[config.mk]
export PLATFORM = sky130hd
export DESIGN_NAME = fesub
export DESIGN_NICKNAME = d
export VERILOG_FILES = /design/src/rtl/fe_pkg.sv /design/src/rtl/fesub.sv
export SDC_FILE = /design/constraint.sdc
export NUM_CORES = 2
export LEC_CHECK = 0
export ABC_AREA = 0
export CELL_PAD_IN_SITES_DETAIL_PLACEMENT = 1
export CELL_PAD_IN_SITES_GLOBAL_PLACEMENT = 1
export CORE_ASPECT_RATIO = 0.6
export CORE_UTILIZATION = 35
export CTS_BUF_LIST = sky130_fd_sc_hd__clkbuf_8
export CTS_CLUSTER_DIAMETER = 200
export DETAILED_ROUTE_END_ITERATION = 8
export HOLD_SLACK_MARGIN = 0.15
export PLACE_DENSITY = 0.71
export SYNTH_ARGS = -nofsm -noshare
export SYNTH_HDL_FRONTEND = slang
export SYNTH_SLANG_ARGS = --single-unit
export TNS_END_PERCENT = 1
[constraint.sdc]
create_clock -name clock -period 36 [get_ports clock]
set_input_delay 3.6 -clock clock [delete_from_list [all_inputs] [get_ports clock]]
set_output_delay 3.6 -clock clock [all_outputs]
set_load 0.01 [all_outputs]
[src/rtl/fe_pkg.sv]
// Field-element geometry and modulus for GF(2^255-19), shared by the limb-serial adder and subtractor.
package fe_pkg;

  localparam int W    = 17;
  localparam int N    = 15;
  localparam int C    = 19;
  localparam int LOGN = 4;

  // 2^255 - 19 == ~(19 - 1) within 255 bits
  localparam logic [N*W-1:0] P = ~((N*W)'(C - 1));

  localparam logic [LOGN-1:0] LIMB_LAST = LOGN'(N - 1);
  localparam logic [LOGN-1:0] LIMB_IDLE = LOGN'(N);

  function automatic logic [W-1:0] limb(input logic [N*W-1:0] v, input logic [LOGN-1:0] k);
    logic [N*W-1:0] s;
    s = v >> (int'(k) * W);
    return s[W-1:0];
  endfunction

endpackage

[src/rtl/fesub.sv]
// Limb-serial modular subtractor: out = (a - b) mod 2^255-19, raw and +P paths in parallel.
// Latency N cycles start->done; no backpressure, start at any time restarts the operation.
module fesub
  import fe_pkg::*;
(
  input  logic             clock,
  input  logic             reset,
  input  logic             start,
  input  logic [N*W-1:0]   a_in,
  input  logic [N*W-1:0]   b_in,
  output logic             busy,
  output logic             done,
  output logic [N*W-1:0]   out
);

  logic [N*W-1:0]  a_r;
  logic [N*W-1:0]  b_r;
  logic [N*W-1:0]  raw_r;
  logic [N*W-1:0]  adj_r;
  logic [LOGN-1:0] idx;
  logic            borrow;
  logic            carry_p;
  logic            select;
  logic [W:0]      diff;
  logic [W:0]      sum_p;

  always_comb begin
    diff  = {1'b0, limb(a_r, idx)} - {1'b0, limb(b_r, idx)} - {{W{1'b0}}, borrow};
    sum_p = {1'b0, diff[W-1:0]} + {1'b0, limb(P, idx)} + {{W{1'b0}}, carry_p};
  end

  always_ff @(posedge clock or posedge reset) begin
    if (reset) begin
      a_r     <= '0;
      b_r     <= '0;
      raw_r   <= '0;
      adj_r   <= '0;
      idx     <= LIMB_IDLE;
      borrow  <= 1'b0;
      carry_p <= 1'b0;
      select  <= 1'b0;
      busy    <= 1'b0;
      done    <= 1'b0;
    end else if (start) begin
      a_r     <= a_in;
      b_r     <= b_in;
      idx     <= '0;
      borrow  <= 1'b0;
      carry_p <= 1'b0;
      busy    <= 1'b1;
      done    <= 1'b0;
    end else begin
      done <= 1'b0;
      if (idx != LIMB_IDLE) begin
        borrow  <= diff[W];
        carry_p <= sum_p[W];
        raw_r   <= {diff[W-1:0], raw_r[N*W-1:W]};
        adj_r   <= {sum_p[W-1:0], adj_r[N*W-1:W]};
        idx     <= idx + 1'b1;
        // final borrow means a < b, so the P-adjusted value is the answer
        if (idx == LIMB_LAST) begin
          select <= diff[W];
          done   <= 1'b1;
          busy   <= 1'b0;
        end
      end
    end
  end

  assign out = select ? adj_r : raw_r;

endmodule

-- Word-level counts from Yosys, hierarchy flattened
Index checks and enable logic that the tools add are counted.
- bits in registers: 1029
- latch bits: 0
- bits in writable memories: 0
- bits in read-only memories: 0
- output and inout port bits: 257
- logic and storage cells: 40
- memories: 0
- add/subtract/negate cells: 5
- multiply operators: 1
- divide/modulo/power cells: 0
- order comparisons: 0
- eq/ne operators: 2
- shift operators: 3
- muxes and demuxes: 13
- bitwise gates (word level): 1
- reductions and logical operators: 5
- operators with widths (kind ; number):
    $shr A255 B32 Y17 ; 2
    $mux W255 ; 1
    $shr A255 B9 Y17 const A ; 1
    $add A17 B17 Y18 ; 1
    $add A18 B1 Y18 ; 1
    $sub A17 B17 Y18 ; 1
    $sub A18 B1 Y18 ; 1
    $mux W1 ; 10
    $mul A4 B5 Y9 const B ; 1
    $mux W4 ; 2
    $add A4 B1 Y4 const B ; 1
    $eq A4 B4 Y1 const B ; 1
    $ne A4 B4 Y1 const B ; 1
    $reduce_and A2 Y1 ; 2
    $reduce_bool A2 Y1 ; 2
    $reduce_and A3 Y1 ; 1
    $not A1 Y1 ; 1

-- Logic depth before layout (Yosys ltp)
- word-level depth: 8
- gate-level depth with buffers: 27
- mapped depth without buffers: 25

-- Worst setup path before layout
OpenSTA, ideal clock, no wires.
- kind: register -> register
- from: reg idx[0]
- to: reg carry_p
- library setup time: 134 ps
- arrival: 6322 ps
- data required time: 35866 ps
- path slack: 29544 ps
- stages on the path, launching flop included: 23
- path buffers: 3
- clock period less this slack: 6456 ps
- cell sequence: dfstp_2 > buf_2 > buf_1 > buf_1 > mux4_2 > mux4_2 > fa_1 > fa_1 > a21boi_1 > o21ai_1 > a21o_1 > a21oi_1 > o21ai_1 > nor2b_1 > xnor2_1 > ha_1 > or3_1 > or3_1 > a41o_1 > a21bo_2 > maj3_1 > nand3_1 > o21ai_1
- longest elaborated chain between the ends: 8
- elaborated cells between the ends (all ways): 12
- classes of those cells: add/sub (4); mul (1); eq/ne (1); shift (3); mux (2); reduce/logical (1)
- ends and longest elaborated chain (element ; line ; RTL):
    from (decl) ; fesub.sv:20 ; logic [LOGN-1:0] idx;
    from (signal assigned) ; fesub.sv:59 ; idx <= idx + 1'b1;
    $mul A4 B5 Y9 (*) ; fe_pkg.sv:17 ; s = v >> (int'(k) * W);
    $shr A255 B32 Y17 ; fe_pkg.sv:17 ;
    $sub A17 B17 Y18 (*) ; fesub.sv:28 ; diff = {1'b0, limb(a_r, idx)} - {1'b0, limb(b_r, idx)} - {{W{1'b0}}, borrow};
    $sub A18 B1 Y18 (*) ; fesub.sv:28 ;
    via diff[10] ; fesub.sv:24 ; logic [W:0] diff;
    $add A17 B17 Y18 (*) ; fesub.sv:29 ; sum_p = {1'b0, diff[W-1:0]} + {1'b0, limb(P, idx)} + {{W{1'b0}}, carry_p};
    $add A18 B1 Y18 (*) ; fesub.sv:29 ;
    $mux W1 (*) ; fesub.sv:54 ; if (idx != LIMB_IDLE) begin
    $mux W1 (*) ; fesub.sv:44 ; end else if (start) begin
    to (signal assigned) ; fesub.sv:56 ; carry_p <= sum_p[W];
    to (decl) ; fesub.sv:22 ; logic carry_p;
Mark *: on every way through the listed nets, which the timed path passes. The rest lies on a longest branch. The select of a mux whose other input is x is not followed.
A chain may end at the register's enable or synchronous reset.

-- Worst setup path in the final report
- from: reg select
- to: out out[249]
- longest elaborated chain between the ends: 1
- ends and longest elaborated chain (element ; line ; RTL):
    from (decl) ; fesub.sv:23 ; logic select;
    from (signal assigned) ; fesub.sv:62 ; select <= diff[W];
    $mux W255 ; fesub.sv:70 ; assign out = select ? adj_r : raw_r;
    to (decl) ; fesub.sv:13 ; output logic [N*W-1:0] out
Every way passes these cells.

==> impl_metrics.py <==
metrics = {
    "yosys": {
        "synthCells": 4080,
        "yosysWarningCount": 0,
        "async_flop_share": 1.00,
        "ys_seq_area_frac": 0.550,
        "synth.most_common_cell": "nand2_1",
        "synth_area_leaders": "dfrtp_1 (55%), mux2_2 (19%), nand2_1 (12%)",
        "post-synth-top-area-cell": "dfrtp_1",
        "ys_types": 58,
        "synth_edf_count": 0,
        "synthesis.nets": 4646,
        "syn_area_per_cell_um2": 11.5,
        "synth_seq_cells": 1029,
        "synth_common_cells": "nand2_1 (1,517), dfrtp_1 (1,025), mux2_2 (772)",
        "syn_area_mm2": 0.0468,
        "synth_ff_type": "dfrtp_1",
        "synth_top_area_frac": 0.547,
    },
    "global_routing": {
        "track_usage": 0.229,
        "grt_pass1_wl_um": 233000,
        "antenna_found_initial": 37,
        "grt_pass1_vias": 35900,
        "grt_max_degree": 218,
        "grt.overflow.total": 0,
    },
    "finish": {
        "fin_nets": 5380,
        "fill_cells": 14200,
        "register_area_mm2": 0.0258,
        "drive_gt1_frac": 0.242,
        "finalInstanceArea_mm2": 0.0597,
        "multi_input_area_mm2": 0.0200,
        "synthToLayoutAreaGrowth_pct": 27.4,
        "instances_no_fill": 6749,
    },
    "power": {
        "power-per-cell-area_mw_per_mm2": 62.6,
        "fin_total_pwr_mw": 3.73,
        "p_leak_nw": 27.3,
        "worst_ir_drop_vdd_uv": 36.6,
    },
    "sta": {
        "setup_tns_ns": 0,
        "maxSlewHeadroom": 0.252,
        "hold_viol": 0,
        "clock.fmax_mhz": 128,
        "min_period_ns": 7.81,
        "finClkSkew_ns": 0.0664,
        "final_max_slew_viol_count": 0,
        "period_share": 0.217,
        "worst-slew-pin-transition_ns": 1.12,
        "final-setup-viol-count": 0,
        "rsz0062_at_grt": "no",
        "holdWs_ns": 0.446,
    },
    "clock_tree": {
        "insertion_delay_ns": 0.90,
        "clkSlewWorstSetupHoldPaths_ns": 0.07,
        "ctsHoldBuffers": 0,
        "post_cts_buffers": 0,
        "clkSinkCount": 1029,
        "cts-root-buf": "clkbuf_8",
        "clock_path_buffers": 3,
        "cts_tree": "done",
        "cts_buffers": 165,
        "cts_resized": 0,
        "h-tree-depth": 4,
    },
    "detailed_routing": {
        "drt_iter0_drc": 2063,
        "viasPerCell": 4.94,
        "route.vias.total": 33300,
        "totalWireLength_um": 154000,
        "first_pass_iters": 4,
        "post_drt_wl_per_cell_um": 22.8,
        "ant_nets": 0,
        "drc": 0,
    },
    "floorplanning": {
        "start_util": 0.355,
        "dieHeight_um": 285,
        "die_area_mm2": 0.135,
        "io_pins": 770,
        "dieWidth_um": 474,
        "core_mm2": 0.132,
        "row_count": 103,
    },
    "worst_hold_path": {
        "min_path_type": "flop to flop",
        "whs_path_depth": 2,
    },
    "critical_path": {
        "critPathMaxFanout": 71,
        "critical-path-max-stage-delay_ns": 0.83,
        "crit_type": "flop to output port",
        "cp.arrival_ns": 4.21,
        "rr_worst_depth": 22,
        "critPathLaunchType": "flop",
        "crit_path_frequent_cell": "buf_4",
        "crit_slowest_cell": "buf_4",
        "cp-end-kind": "output port",
        "path_cells": "buf_4 > buf_4 > mux2_2 > clkdlybuf4s50_1",
        "critPathRequiredTime_ns": 32.40,
    },
    "placement": {
        "gp_congestion": 0.832,
        "dp_hpwl_um": 110000,
        "place_area_mm2": 0.0563,
        "dp.cells": 6432,
        "port_buffers": 769,
    },
    "job": {
        "drv_cap": 0,
    },
    "outcome": {
        "outcome": "finished clean",
    },
}
## area by class of cell
type	count	area share
flip-flops and latches	1029	0.432
multi-input cells	2745	0.335
repair buffers	809	0.136
clock buffers	197	0.0454
well taps	1785	0.0374
clock inverters	95	0.00988
inverters	64	0.00417
diodes	25	0.00105
## sequential cells by signal (all words and copies together) (netlist names)
signal   flops
a_r        255
adj_r      255
b_r        255
raw_r      255
idx          4
borrow       1
busy         1
carry_p      1
done         1
select       1
## metal layers
metal,vias to the layer above,GRT usage,share of wire
met5,-,0,0.00043
met4,10,0.0675,0.026
met3,242,0.0593,0.056
met2,638,0.367,0.48
met1,17200,0.305,0.44
li1,15200,-,-
## logic make-up after synthesis
logic type,Yosys count,synth area share
buf+inv,306,0.0247
flops,1029,0.550
simple gates,1597,0.131
compound gates,121,0.0158
fa+ha+maj,55,0.0152
mux,945,0.259
xor+xnor,27,0.00505
## per-stage QoR
step / setup slack, ns / util
finish: 28.19 / 0.452
global placement: 27.54 / 0.426
detailed placement: 27.47 / 0.426
CTS: 28.02 / 0.451
floorplan: 3.45 / -
global route: 27.96 / 0.452
## worst paths after layout
check / slack (ns) / to / from
worst max-delay path: 28.19 / out[249] / select
worst min-delay path: 0.45 / raw_r[163] / raw_r[180]
worst max register to register: 28.54 / carry_p / idx[0]
worst min register to register: 0.45 / raw_r[163] / raw_r[180]
max in group asynchronous: 29.53 / b_r[99] / reset
min in group asynchronous: 3.25 / adj_r[12] / reset
## critical path, delay by kind of cell (launching register included)
kind                   cells  cell delay, ns
buffers and inverters      3            2.19
flip-flops                 1            0.62
multiplexers               1            0.41
## cells in the final DEF (no fill, tap or decap), types with 37 or more instances in the layout
cell type	synthesis	routed
dfrtp_1	1025	1024
clkbuf_8	0	197
nand2_1	1517	1517
clkdlybuf4s50_1	0	768
mux2i_1	37	37
ha_1	49	49
o21ai_0	45	45
mux2_2	772	772
mux4_2	135	135
inv_1	62	125
## report_power, final
part | internal (mW) | total (mW) | switching (mW) | leakage, nW
logic | 0.562 | 1.15 | 0.587 | 12.6
registers | 1.37 | 1.55 | 0.179 | 12.8
clock network | 0.518 | 1.03 | 0.516 | 1.93
total | 2.45 | 3.73 | 1.28 | 27.3
Power figures use the tool's default switching activity.
